`src/rtl/inst_fetch_buf_pkg.sv`:
```
// rtl/inst_fetch_buf_pkg.sv - shared widths and fetch-enable encodings for the fetch front end
package inst_fetch_buf_pkg;

    localparam int INST_ADDR_BUS_W = 32;
    localparam int INST_BUS_W      = 32;

    localparam logic FETCH_ENABLE  = 1'b1;
    localparam logic FETCH_DISABLE = 1'b0;

endpackage

```
`src/rtl/inst_fetch_buf_fetch_fifo.sv`:
```
// rtl/inst_fetch_buf_fetch_fifo.sv - prefetch FIFO holding {pc, inst} pairs, synchronous clear
module fetch_fifo #(
    parameter int WIDTH = 64,
    parameter int DEPTH = 4
) (
    input  logic                     clk,
    input  logic                     rst,
    input  logic                     push,
    input  logic                     pop,
    input  logic                     clr,
    input  logic [WIDTH-1:0]         din,
    output logic [WIDTH-1:0]         dout,
    output logic [$clog2(DEPTH):0]   count,
    output logic                     full,
    output logic                     empty
);

    localparam int PTR_W = $clog2(DEPTH);
    localparam int CNT_W = PTR_W + 1;

    logic [WIDTH-1:0] mem [DEPTH];
    logic [PTR_W-1:0] rd_ptr;
    logic [PTR_W-1:0] wr_ptr;
    logic             do_push;
    logic             do_pop;

    assign full    = (count == CNT_W'(DEPTH));
    assign empty   = (count == '0);
    assign do_push = push && !full;
    assign do_pop  = pop && !empty;
    assign dout    = mem[rd_ptr];

    always_ff @(posedge clk or negedge rst) begin
        if (!rst) begin
            rd_ptr <= '0;
            wr_ptr <= '0;
            count  <= '0;
        end else if (clr) begin
            rd_ptr <= '0;
            wr_ptr <= '0;
            count  <= '0;
        end else begin
            if (do_push) begin
                wr_ptr <= wr_ptr + PTR_W'(1);
            end
            if (do_pop) begin
                rd_ptr <= rd_ptr + PTR_W'(1);
            end
            case ({do_push, do_pop})
                2'b10:   count <= count + CNT_W'(1);
                2'b01:   count <= count - CNT_W'(1);
                default: count <= count;
            endcase
        end
    end

    // Storage carries no reset; stale entries are unreachable once the pointers clear.
    always_ff @(posedge clk) begin
        if (do_push && !clr) begin
            mem[wr_ptr] <= din;
        end
    end

endmodule

```
`src/rtl/inst_fetch_buf.sv`:
```
// rtl/inst_fetch_buf.sv - sequential PC generator, ROM req/ack fetch and prefetch buffer to ID
module inst_fetch_buf
    import inst_fetch_buf_pkg::*;
#(
    parameter int                ADDR_W   = INST_ADDR_BUS_W,
    parameter int                INST_W   = INST_BUS_W,
    parameter int                DEPTH    = 4,
    parameter logic [ADDR_W-1:0] RESET_PC = '0,
    parameter int                PC_STEP  = 4
) (
    input  logic                   clk,
    input  logic                   rst,
    output logic                   rom_ce_o,
    output logic [ADDR_W-1:0]      rom_addr_o,
    input  logic                   rom_ack_i,
    input  logic [INST_W-1:0]      rom_data_i,
    output logic                   id_valid_o,
    output logic [ADDR_W-1:0]      id_pc_o,
    output logic [INST_W-1:0]      id_inst_o,
    input  logic                   id_ready_i,
    input  logic                   flush_i,
    input  logic [ADDR_W-1:0]      new_pc_i,
    output logic [$clog2(DEPTH):0] count_o
);

    localparam int WIDTH = ADDR_W + INST_W;

    logic [ADDR_W-1:0] pc;
    logic              en_q;
    logic              push;
    logic              pop;
    logic              full;
    logic              empty;
    logic [WIDTH-1:0]  fifo_dout;

    // Request depends only on registered state, never on ID backpressure or flush.
    assign rom_ce_o   = (en_q == FETCH_ENABLE) && !full;
    assign rom_addr_o = pc;
    assign push       = rom_ce_o && rom_ack_i && !flush_i;
    assign pop        = !empty && id_ready_i && !flush_i;
    assign id_valid_o = !empty;
    assign id_pc_o    = fifo_dout[WIDTH-1 -: ADDR_W];
    assign id_inst_o  = fifo_dout[INST_W-1:0];

    always_ff @(posedge clk or negedge rst) begin
        if (!rst) begin
            en_q <= FETCH_DISABLE;
            pc   <= RESET_PC;
        end else begin
            en_q <= FETCH_ENABLE;
            if (flush_i) begin
                pc <= new_pc_i;
            end else if (push) begin
                pc <= pc + ADDR_W'(PC_STEP);
            end
        end
    end

    fetch_fifo #(
        .WIDTH (WIDTH),
        .DEPTH (DEPTH)
    ) u_fetch_fifo (
        .clk   (clk),
        .rst   (rst),
        .push  (push),
        .pop   (pop),
        .clr   (flush_i),
        .din   ({pc, rom_data_i}),
        .dout  (fifo_dout),
        .count (count_o),
        .full  (full),
        .empty (empty)
    );

endmodule

```
`config.mk`:
```
export PLATFORM = sky130hd
export DESIGN_NAME = inst_fetch_buf
export DESIGN_NICKNAME = d
export VERILOG_FILES = /design/src/rtl/inst_fetch_buf_pkg.sv /design/src/rtl/inst_fetch_buf_fetch_fifo.sv /design/src/rtl/inst_fetch_buf.sv
export SDC_FILE = /design/constraint.sdc
export NUM_CORES = 1
export LEC_CHECK = 0
export BUFFER_PORTS_ARGS = -buffer_cell sky130_fd_sc_hd__clkbuf_2
export CAP_MARGIN = 20
export CORE_AREA = 2 2 149 151
export DETAILED_ROUTE_END_ITERATION = 6
export DIE_AREA = 0 0 151 153
export MAX_ROUTING_LAYER = met4
export PLACE_DENSITY = 0.81
export SYNTH_ARGS = -nofsm -noshare
export SYNTH_HDL_FRONTEND = slang
export SYNTH_SLANG_ARGS = --single-unit
```
`constraint.sdc`:
```
create_clock -name clk -period 3.65 [get_ports clk]
set_input_delay 0.9125 -clock clk [delete_from_list [all_inputs] [get_ports clk]]
set_output_delay 0.9125 -clock clk [all_outputs]
set_load 0.05 [all_outputs]
```
==> results of run 1 <==
==> synth_stat cells, types with 3 or more instances <==
cell type	instances
mux2_2	3
ha_1	5
mux4_2	64
buf_1	4
and4_1	8
nand2_1	26
a31oi_1	15
nand3_1	14
or4_1	12
and2_1	3
nand4_1	12
o31ai_1	11
and3_1	12
buf_2	6
a311o_1	4
nor3_1	4
or3_1	4
xnor2_1	5
clkbuf_1	15
inv_1	8
o21ai_0	15
xor2_1	5
nor2_1	28
edfxtp_1	256
dfrtp_1	40
buf_6	3
==> metrics by stage <==
step           power (W)  area [um2]  cells  utilization, %  hold slack [ps]
3_3_place_gp     0.00599       12900   1041            60.0              534
4_1_cts          0.00881       13800   1094            64.2              443
2_1_floorplan    0.00553       11600    603               -              560
5_1_grt          0.00904       13800   1094            64.2              482
6_report         0.00872       13800   1094            64.2              443
3_5_place_dp     0.00602       12900   1041            60.0              544
==> power by group through the flow <==
stage               sequential, W  clock [W]  combinational [W]
floorplan                 0.00412          0            0.00141
global placement          0.00407          0            0.00192
detailed placement        0.00408          0            0.00194
CTS                       0.00401    0.00285            0.00194
global route              0.00404    0.00297            0.00203
finish                    0.00401    0.00279            0.00192
==> per-layer routing <==
metal	up-vias	routed length [um]	part of all wire (%)	GRT usage, %
met5	-	0	0	-
met4	0	457	1.9	4.63
met3	48	1520	6.4	3.46
met2	250	11500	49	32.7
met1	3278	10200	43	30.7
li1	2856	-	-	-
==> cell type report <==
cell class                 instances  area (um2)  share of cell area [%]
multi-input combinational        270        2750                    20.0
sequential                       296        8700                    63.1
clock buffer                      39         793                    5.75
clock inverter                    14         110                   0.799
timing repair buffer             186        1050                    7.61
tap                              280         350                    2.54
inverter                           9        33.8                   0.245
==> cells by family (layout without fill, tap and decap cells) <==
| family | after synthesis | after routing | share of synthesized area (%) |
|---|---|---|---|
| flip-flops | 296 | 296 | 75.0 |
| AND/OR/NAND/NOR | 129 | 129 | 5.98 |
| multiplexers | 69 | 69 | 12.9 |
| AO/OA/AOI/OAI | 55 | 55 | 3.20 |
| buffers and inverters | 37 | 248 | 1.46 |
| XOR/XNOR | 10 | 10 | 0.756 |
| adder cells (fa/ha/maj) | 6 | 6 | 0.713 |
| other | 1 | 1 | 0.0324 |
==> worst min-delay path by stage <==
stage,endpoint,cells past startpoint
after global placement,u_fetch_fifo.mem[2][32],0
after floorplan,u_fetch_fifo.wr_ptr[1],2
after global routing,en_q,1
after CTS,en_q,1
final,en_q,1
after detailed placement,u_fetch_fifo.mem[3][32],0
==> cell usage in the layout (no fill, tap or decap), drive strengths merged, types with 4 or more instances in the layout <==
cell	Yosys	routed
mux4	64	64
buf	13	17
and4	8	8
nand4	12	12
and2	4	4
o31ai	11	11
and3	12	12
nor3	4	4
clkbuf	15	208
xnor2	5	5
clkinv	0	9
inv	9	10
nor2	28	28
nand3	14	14
dfrtp	40	40
xor2	5	5
or4	12	12
edfxtp	256	256
nand2	26	26
or3	4	4
ha	5	5
a311o	4	4
a31oi	15	15
o21ai	15	15
==> registers in the layout, indices dropped and copies added (netlist names) <==
signal	cells
u_fetch_fifo.rd_ptr	2
en_q	1
u_fetch_fifo.wr_ptr	2
rom_addr_o	32
u_fetch_fifo.count	3
u_fetch_fifo.mem	256
==> impl_metrics.toml, run 1 <==
[power]
leakage_nw = 4.83
pwr-share-seq_pct = 46.0
pwr-share-comb_pct = 22.0
switching_share_pct = 30.9
power.clock.fraction_pct = 32.0
ir_drop_uv = 451
p_switching_w = 0.00269
p_per_area_nw_per_um2 = 633
cellInternalPower_w = 0.00602

[critical_path]
crit_chain = "buf_4, mux4_2, clkbuf_2"
critPathMaxFanout = 26
cp_top_family = "flip-flops"
required_ps = 2740
r2r-end = "rom_addr_o[31]"
cp.depth = 3
rrSetupSlack_ps = 1150
critPathArrivalTime_ps = 2480
path_class = "flip-flop to output port"
end_kind = "output port"
endpoint = "id_inst_o[2]"
cp_slowest_cell = "dfrtp_4"
reg2reg_from = "rom_addr_o[14]"
critPathLaunch = "u_fetch_fifo.rd_ptr[0]"
crit_buf_inv = 2
rr_worst_depth = 4
worstSetupStartpointType = "flip-flop"
critical-path-max-stage-delay_ps = 750

[clocking]
ctsHoldBuffers = 0
clockRootBuffer = "clkbuf_16"
clk_latency_ps = 530
cts.htree.levels = 1
cts.sink_count = 296
cts_tree = "yes"
clock_path_buffers = 3
clk_pin_slew_ps = 70
ctsResizeCount = 0
cts_setup_buffers = 0
cts-buffers-inserted = 29

[sta]
period_needed_ps = 3400
slew_headroom_pct = 46.6
slew_viol_final = 0
max_slew.worst_pin.slew_ps = 799
hold_violations = 0
finalSetupTns_ps = 0
fin_skew_ps = 9.81
fmax_ghz = 0.295
period_share_pct = 93.0
finalWorstSetupSlack_ps = 255
rsz0062_at_grt = "no"
setup_viol = 0

[detailed_routing]
viasPerCell = 5.88
drt_iter0_drc = 487
antenna_left = 0
drtPass1Iterations = 5
wirelength_um = 23700
post_drt_wl_per_cell_um = 21.7
drc = 0
vias = 6432

[finish]
antennaDiodeCount = 0
drive_gt1_share_pct = 37.5
fin_nets = 867
fill_cells = 1505
area_growth_syn_to_layout_pct = 18.9

[die]
die_x_um = 151
std_cell_rows = 54
core-area_um2 = 21500
start_util_pct = 53.9
ios = 170
die_h_um = 153
dieArea_um2 = 23100

[logic_synthesis]
yosys.area.top_type = "edfxtp_1"
synth-edff-count = 256
netlist.area_leader.share_pct = 66.3
synthDistinctLibCells = 42
syn_inst = 603
seq_area_frac_synth_pct = 75.0
ys_top_cells_by_area = "edfxtp_1 66%, mux4_2 12%, dfrtp_1 8.6%"
synth-warning-count = 0
ys_ff_latch = 296
synth_area_per_cell_um2 = 19.2
synth_flop_cell = "edfxtp_1"
syn_area_um2 = 11600
syn_nets = 678
async_flop_share_pct = 13.5

[global_routing]
grt_pass1_wl_um = 36600
track_usage_pct = 21.3
grt_max_degree = 44
antenna_found_initial = 0
grt_pass1_vias = 6481
grt.overflow.total = 0

[placed_design]
dp_hpwl_um = 15500
gp_congestion = 0.805
pre_cts_ws_ps = 759
place.port_buffers = 169

[flow_run]
drv_cap = 0

[worst_hold_path]
hold_class = "input port to asynchronous set/reset pin"

[outcome]
outcome = "finished clean"
Power figures use the tool's default switching activity.
==> run 2, diff against run 1 <==
--- a/config.mk
+++ b/config.mk
@@ -11,7 +11,7 @@
 export DETAILED_ROUTE_END_ITERATION = 6
 export DIE_AREA = 0 0 151 153
 export MAX_ROUTING_LAYER = met4
-export PLACE_DENSITY = 0.81
+export PLACE_DENSITY = 0.75
 export SYNTH_ARGS = -nofsm -noshare
 export SYNTH_HDL_FRONTEND = slang
 export SYNTH_SLANG_ARGS = --single-unit
==> impl_metrics.toml, run 2 (same netlist as run 1, synthesis figures left out) <==
[die]
core-area_um2 = 21500
std_cell_rows = 54
dieArea_um2 = 23100
start_util_pct = 53.9
ios = 170
die_x_um = 151
die_h_um = 153

[detailed_routing]
drtPass1Iterations = 6
drt_iter0_drc = 562
wirelength_um = 24600
viasPerCell = 5.99
antenna_left = 0
vias = 6532
post_drt_wl_per_cell_um = 22.6
drc = 0

[global_routing]
grt_util_met3_pct = 3.13
met2_usage_pct = 35.9
grt-busiest-layer = "met2"
track_usage_pct = 22.0
grt_pass1_wl_um = 37600
antenna_found_initial = 0
grt_max_degree = 66
grt.overflow.total = 0
grt_pass1_vias = 6721
use_met1_pct = 30.1

[sta]
fin_skew_ps = 6.96
period_share_pct = 88.5
finalSetupTns_ps = 0
slew_viol_final = 0
slew_headroom_pct = 40.2
max_slew.worst_pin.slew_ps = 897
setup_viol = 0
period_needed_ps = 3230
fmax_ghz = 0.310
rsz0062_at_grt = "no"
hold_violations = 0

[power]
p_per_area_nw_per_um2 = 639
leakage_nw = 4.82
ir_drop_uv = 427
total_power_w = 0.00880

[finish]
antennaDiodeCount = 0
mostFrequentLayoutCell = "edfxtp_1"
fin_nets = 862
drive_gt1_share_pct = 36.4
largest_reg_flops = 256
final_cell_mix = "256 x edfxtp_1, 169 x clkbuf_2, 64 x mux4_2"
area_growth_syn_to_layout_pct = 18.8
top_register = "u_fetch_fifo.mem"

[outcome]
outcome = "finished clean"

[critical_path]
worstSetupStartpointType = "flip-flop"
required_ps = 2740
end_kind = "output port"
critPathArrivalTime_ps = 2320
path_class = "flip-flop to output port"
rr_worst_depth = 4
critPathMaxFanout = 65

[clocking]
cts_tree = "yes"
cts_setup_buffers = 0
clockRootBuffer = "clkbuf_16"
ctsHoldBuffers = 0
cts.sink_count = 296
clk_latency_ps = 530
ctsResizeCount = 0
clk_pin_slew_ps = 60
cts.htree.levels = 1
cts-buffers-inserted = 30
clock_path_buffers = 3

[worst_hold_path]
hold_class = "input port to asynchronous set/reset pin"

[placed_design]
dp_hpwl_um = 15200
gp_congestion = 0.849
place.port_buffers = 169

[flow_run]
drv_cap = 0
[run 2: report_power, final]
| part | switching [W] | total, W | internal (W) | leakage, nW |
|---|---|---|---|---|
| clock network | 0.00118 | 0.00287 | 0.00169 | 0.456 |
| registers | 0.000149 | 0.00396 | 0.00382 | 2.79 |
| logic | 0.00136 | 0.00197 | 0.000603 | 1.58 |
| total | 0.00269 | 0.00880 | 0.00610 | 4.82 |
[run 2: per-stage QoR]
stage | area [um2] | std cells | worst slack (ps) | utilization [%] | hold slack [ps]
floorplan | 11600 | 603 | 146 | - | 560
global placement | 12800 | 1035 | 836 | 59.7 | 520
detailed placement | 12800 | 1035 | 768 | 59.7 | 532
CTS | 13800 | 1091 | 358 | 64.1 | 506
global route | 13800 | 1091 | 290 | 64.1 | 546
finish | 13800 | 1091 | 420 | 64.1 | 502
[run 2: critical path, stage by stage, from the launching register on]
cell and delay, ps:
dfrtp_4 430, buf_12 450, mux4_2 630, clkbuf_2 260
[run 2: path summary, 6_finish.rpt]
check                      slack, ps                    from                       to
min reg2reg                      550           rom_addr_o[0]  u_fetch_fifo.mem[3][32]
max                              420  u_fetch_fifo.rd_ptr[0]              id_pc_o[16]
min in group clk                 550           rom_addr_o[0]  u_fetch_fifo.mem[3][32]
max in group asynchronous       2470                     rst                     en_q
max reg2reg                     1010          rom_addr_o[13]           rom_addr_o[30]
min                              500                     rst    u_fetch_fifo.count[2]
[run 2: per-layer routing]
layer  vias up  wire, um
met5         -         0
met4         0       307
met3        35      1870
met2       318     12500
met1      3331      9900
li1       2848         -
[run 2: area by class of cell]
cell class              instances  area, um2
multi-input cells             270       2750
inverters                       9       33.8
well taps                     280        350
repair buffers                180       1000
flip-flops and latches        296       8700
fillers                      1497       7720
clock inverters                17        128
clock buffers                  39        806
==> run 3, diff against run 2 <==
--- a/config.mk
+++ b/config.mk
@@ -5,13 +5,16 @@
 export SDC_FILE = /design/constraint.sdc
 export NUM_CORES = 1
 export LEC_CHECK = 0
+export ABC_CLOCK_PERIOD_IN_PS = 3650
 export BUFFER_PORTS_ARGS = -buffer_cell sky130_fd_sc_hd__clkbuf_2
 export CAP_MARGIN = 20
-export CORE_AREA = 2 2 149 151
+export CELL_PAD_IN_SITES_DETAIL_PLACEMENT = 1
+export CELL_PAD_IN_SITES_GLOBAL_PLACEMENT = 1
+export CORE_AREA = 2 2 157 159
 export DETAILED_ROUTE_END_ITERATION = 6
-export DIE_AREA = 0 0 151 153
+export DIE_AREA = 0 0 159 161
 export MAX_ROUTING_LAYER = met4
-export PLACE_DENSITY = 0.75
+export PLACE_DENSITY = 0.78
 export SYNTH_ARGS = -nofsm -noshare
 export SYNTH_HDL_FRONTEND = slang
 export SYNTH_SLANG_ARGS = --single-unit
==> impl_metrics.toml, run 3 (same netlist as run 1, synthesis figures left out) <==
[sta]
setup_viol = 0
rsz0062_at_grt = "no"
slew_viol_final = 0
fin_skew_ps = 15.1
slew_headroom_pct = 48.7
fmax_ghz = 0.296
finalWorstSetupSlack_ps = 274
period_share_pct = 92.5
finalSetupTns_ps = 0
max_slew.worst_pin.slew_ps = 767
period_needed_ps = 3380
hold_violations = 0
timing.hold.ws_ps = 231

[clocking]
clk_latency_ps = 540
cts.sink_count = 296
clk_pin_slew_ps = 60
ctsHoldBuffers = 0
clock_path_buffers = 3
cts.htree.levels = 1
clockRootBuffer = "clkbuf_16"
ctsResizeCount = 0
cts-buffers-inserted = 30
cts_tree = "yes"
cts_setup_buffers = 0

[placed_design]
gp_congestion = 0.825
dp.cells = 1080
pre_cts_ws_ps = 791
place.port_buffers = 169
dp_hpwl_um = 17400

[critical_path]
critPathMaxFanout = 22
required_ps = 2740
cp_slowest_cell = "dfrtp_4"
path_class = "flip-flop to output port"
end_kind = "output port"
worstSetupStartpointType = "flip-flop"
cp_top_family = "flip-flops"
critPathArrivalTime_ps = 2460
critical-path-max-stage-delay_ps = 720
crit_buf_inv = 2
crit_chain = "buf_4, mux4_2, clkbuf_2"

[flow_run]
drv_cap = 0

[die]
std_cell_rows = 57
ios = 170
start_util_pct = 48.4
core-area_um2 = 24000
die_x_um = 159
dieArea_um2 = 25600
die_h_um = 161

[finish]
final_cells = 1137
drive_gt1_share_pct = 37.8
area_growth_syn_to_layout_pct = 20.8
finish.utilization_pct = 58.4
final_cell_mix = "256 x edfxtp_1, 169 x clkbuf_2, 64 x mux4_2"
mostFrequentLayoutCell = "edfxtp_1"
fin_nets = 864
antennaDiodeCount = 0
top_register = "u_fetch_fifo.mem"
largest_reg_flops = 256

[detailed_routing]
drt_iter0_drc = 452
antenna_left = 0
drc = 0
post_drt_wl_per_cell_um = 23.8
wirelength_um = 27100
viasPerCell = 5.76
vias = 6553
drtPass1Iterations = 4

[worst_hold_path]
hold_class = "input port to asynchronous set/reset pin"

[global_routing]
grt_pass1_vias = 7275
antenna_found_initial = 0
grt_max_degree = 42
grt.overflow.total = 0
grt_pass1_wl_um = 42600
track_usage_pct = 22.1

[outcome]
outcome = "finished clean"

[power]
ir_drop_uv = 373
p_per_area_nw_per_um2 = 666
leakage_nw = 4.92
## run 3: area by class of cell
class	count	area, um2
repair buffers	182	1020
multi-input cells	270	2750
well taps	324	405
clock buffers	33	783
flip-flops and latches	296	8700
inverters	9	33.8
fillers	2232	9960
clock inverters	23	317
## run 3: path summary, 6_finish.rpt
path / to / cells past startpoint / slack (ps) / start
setup / recovery: id_pc_o[17] / 3 / 270 / u_fetch_fifo.rd_ptr[0]
hold / removal: en_q / 1 / 230 / rst
setup reg to reg: rom_addr_o[21] / 4 / 1080 / rom_addr_o[13]
hold reg to reg: u_fetch_fifo.mem[3][32] / 0 / 570 / rom_addr_o[0]
max in group asynchronous: u_fetch_fifo.rd_ptr[1] / 2 / 2920 / rst
min in group clk: u_fetch_fifo.mem[3][32] / 0 / 570 / rom_addr_o[0]
## run 3: power breakdown
part / switching, W / total [W] / leakage [nW] / internal, W
clock network: 0.00125 / 0.00336 / 0.544 / 0.00211
logic: 0.00135 / 0.00196 / 1.59 / 0.000614
registers: 0.000195 / 0.00401 / 2.79 / 0.00381
total: 0.00279 / 0.00933 / 4.92 / 0.00654
## run 3: routing by layer
| layer | track usage [%] | routed length [um] |
|---|---|---|
| met1 | 30.2 | 11700 |
| met5 | - | 0 |
| met3 | 3.72 | 1480 |
| met4 | 5.21 | 407 |
| met2 | 35.5 | 13500 |
## run 3: stage by stage
step | cell area (um2) | total power, W
2_1_floorplan | 11600 | 0.00553
3_3_place_gp | 12900 | 0.00601
4_1_cts | 14000 | 0.00942
6_report | 14000 | 0.00933
3_5_place_dp | 12900 | 0.00606
5_1_grt | 14000 | 0.00965
## run 3: worst register-to-register path: cells and delay by family, from the launching register on
family | cells | cell delay, ps
and+or+nand+nor | 3 | 1700
DFF | 1 | 580
AOI/OAI and AO/OA | 1 | 200
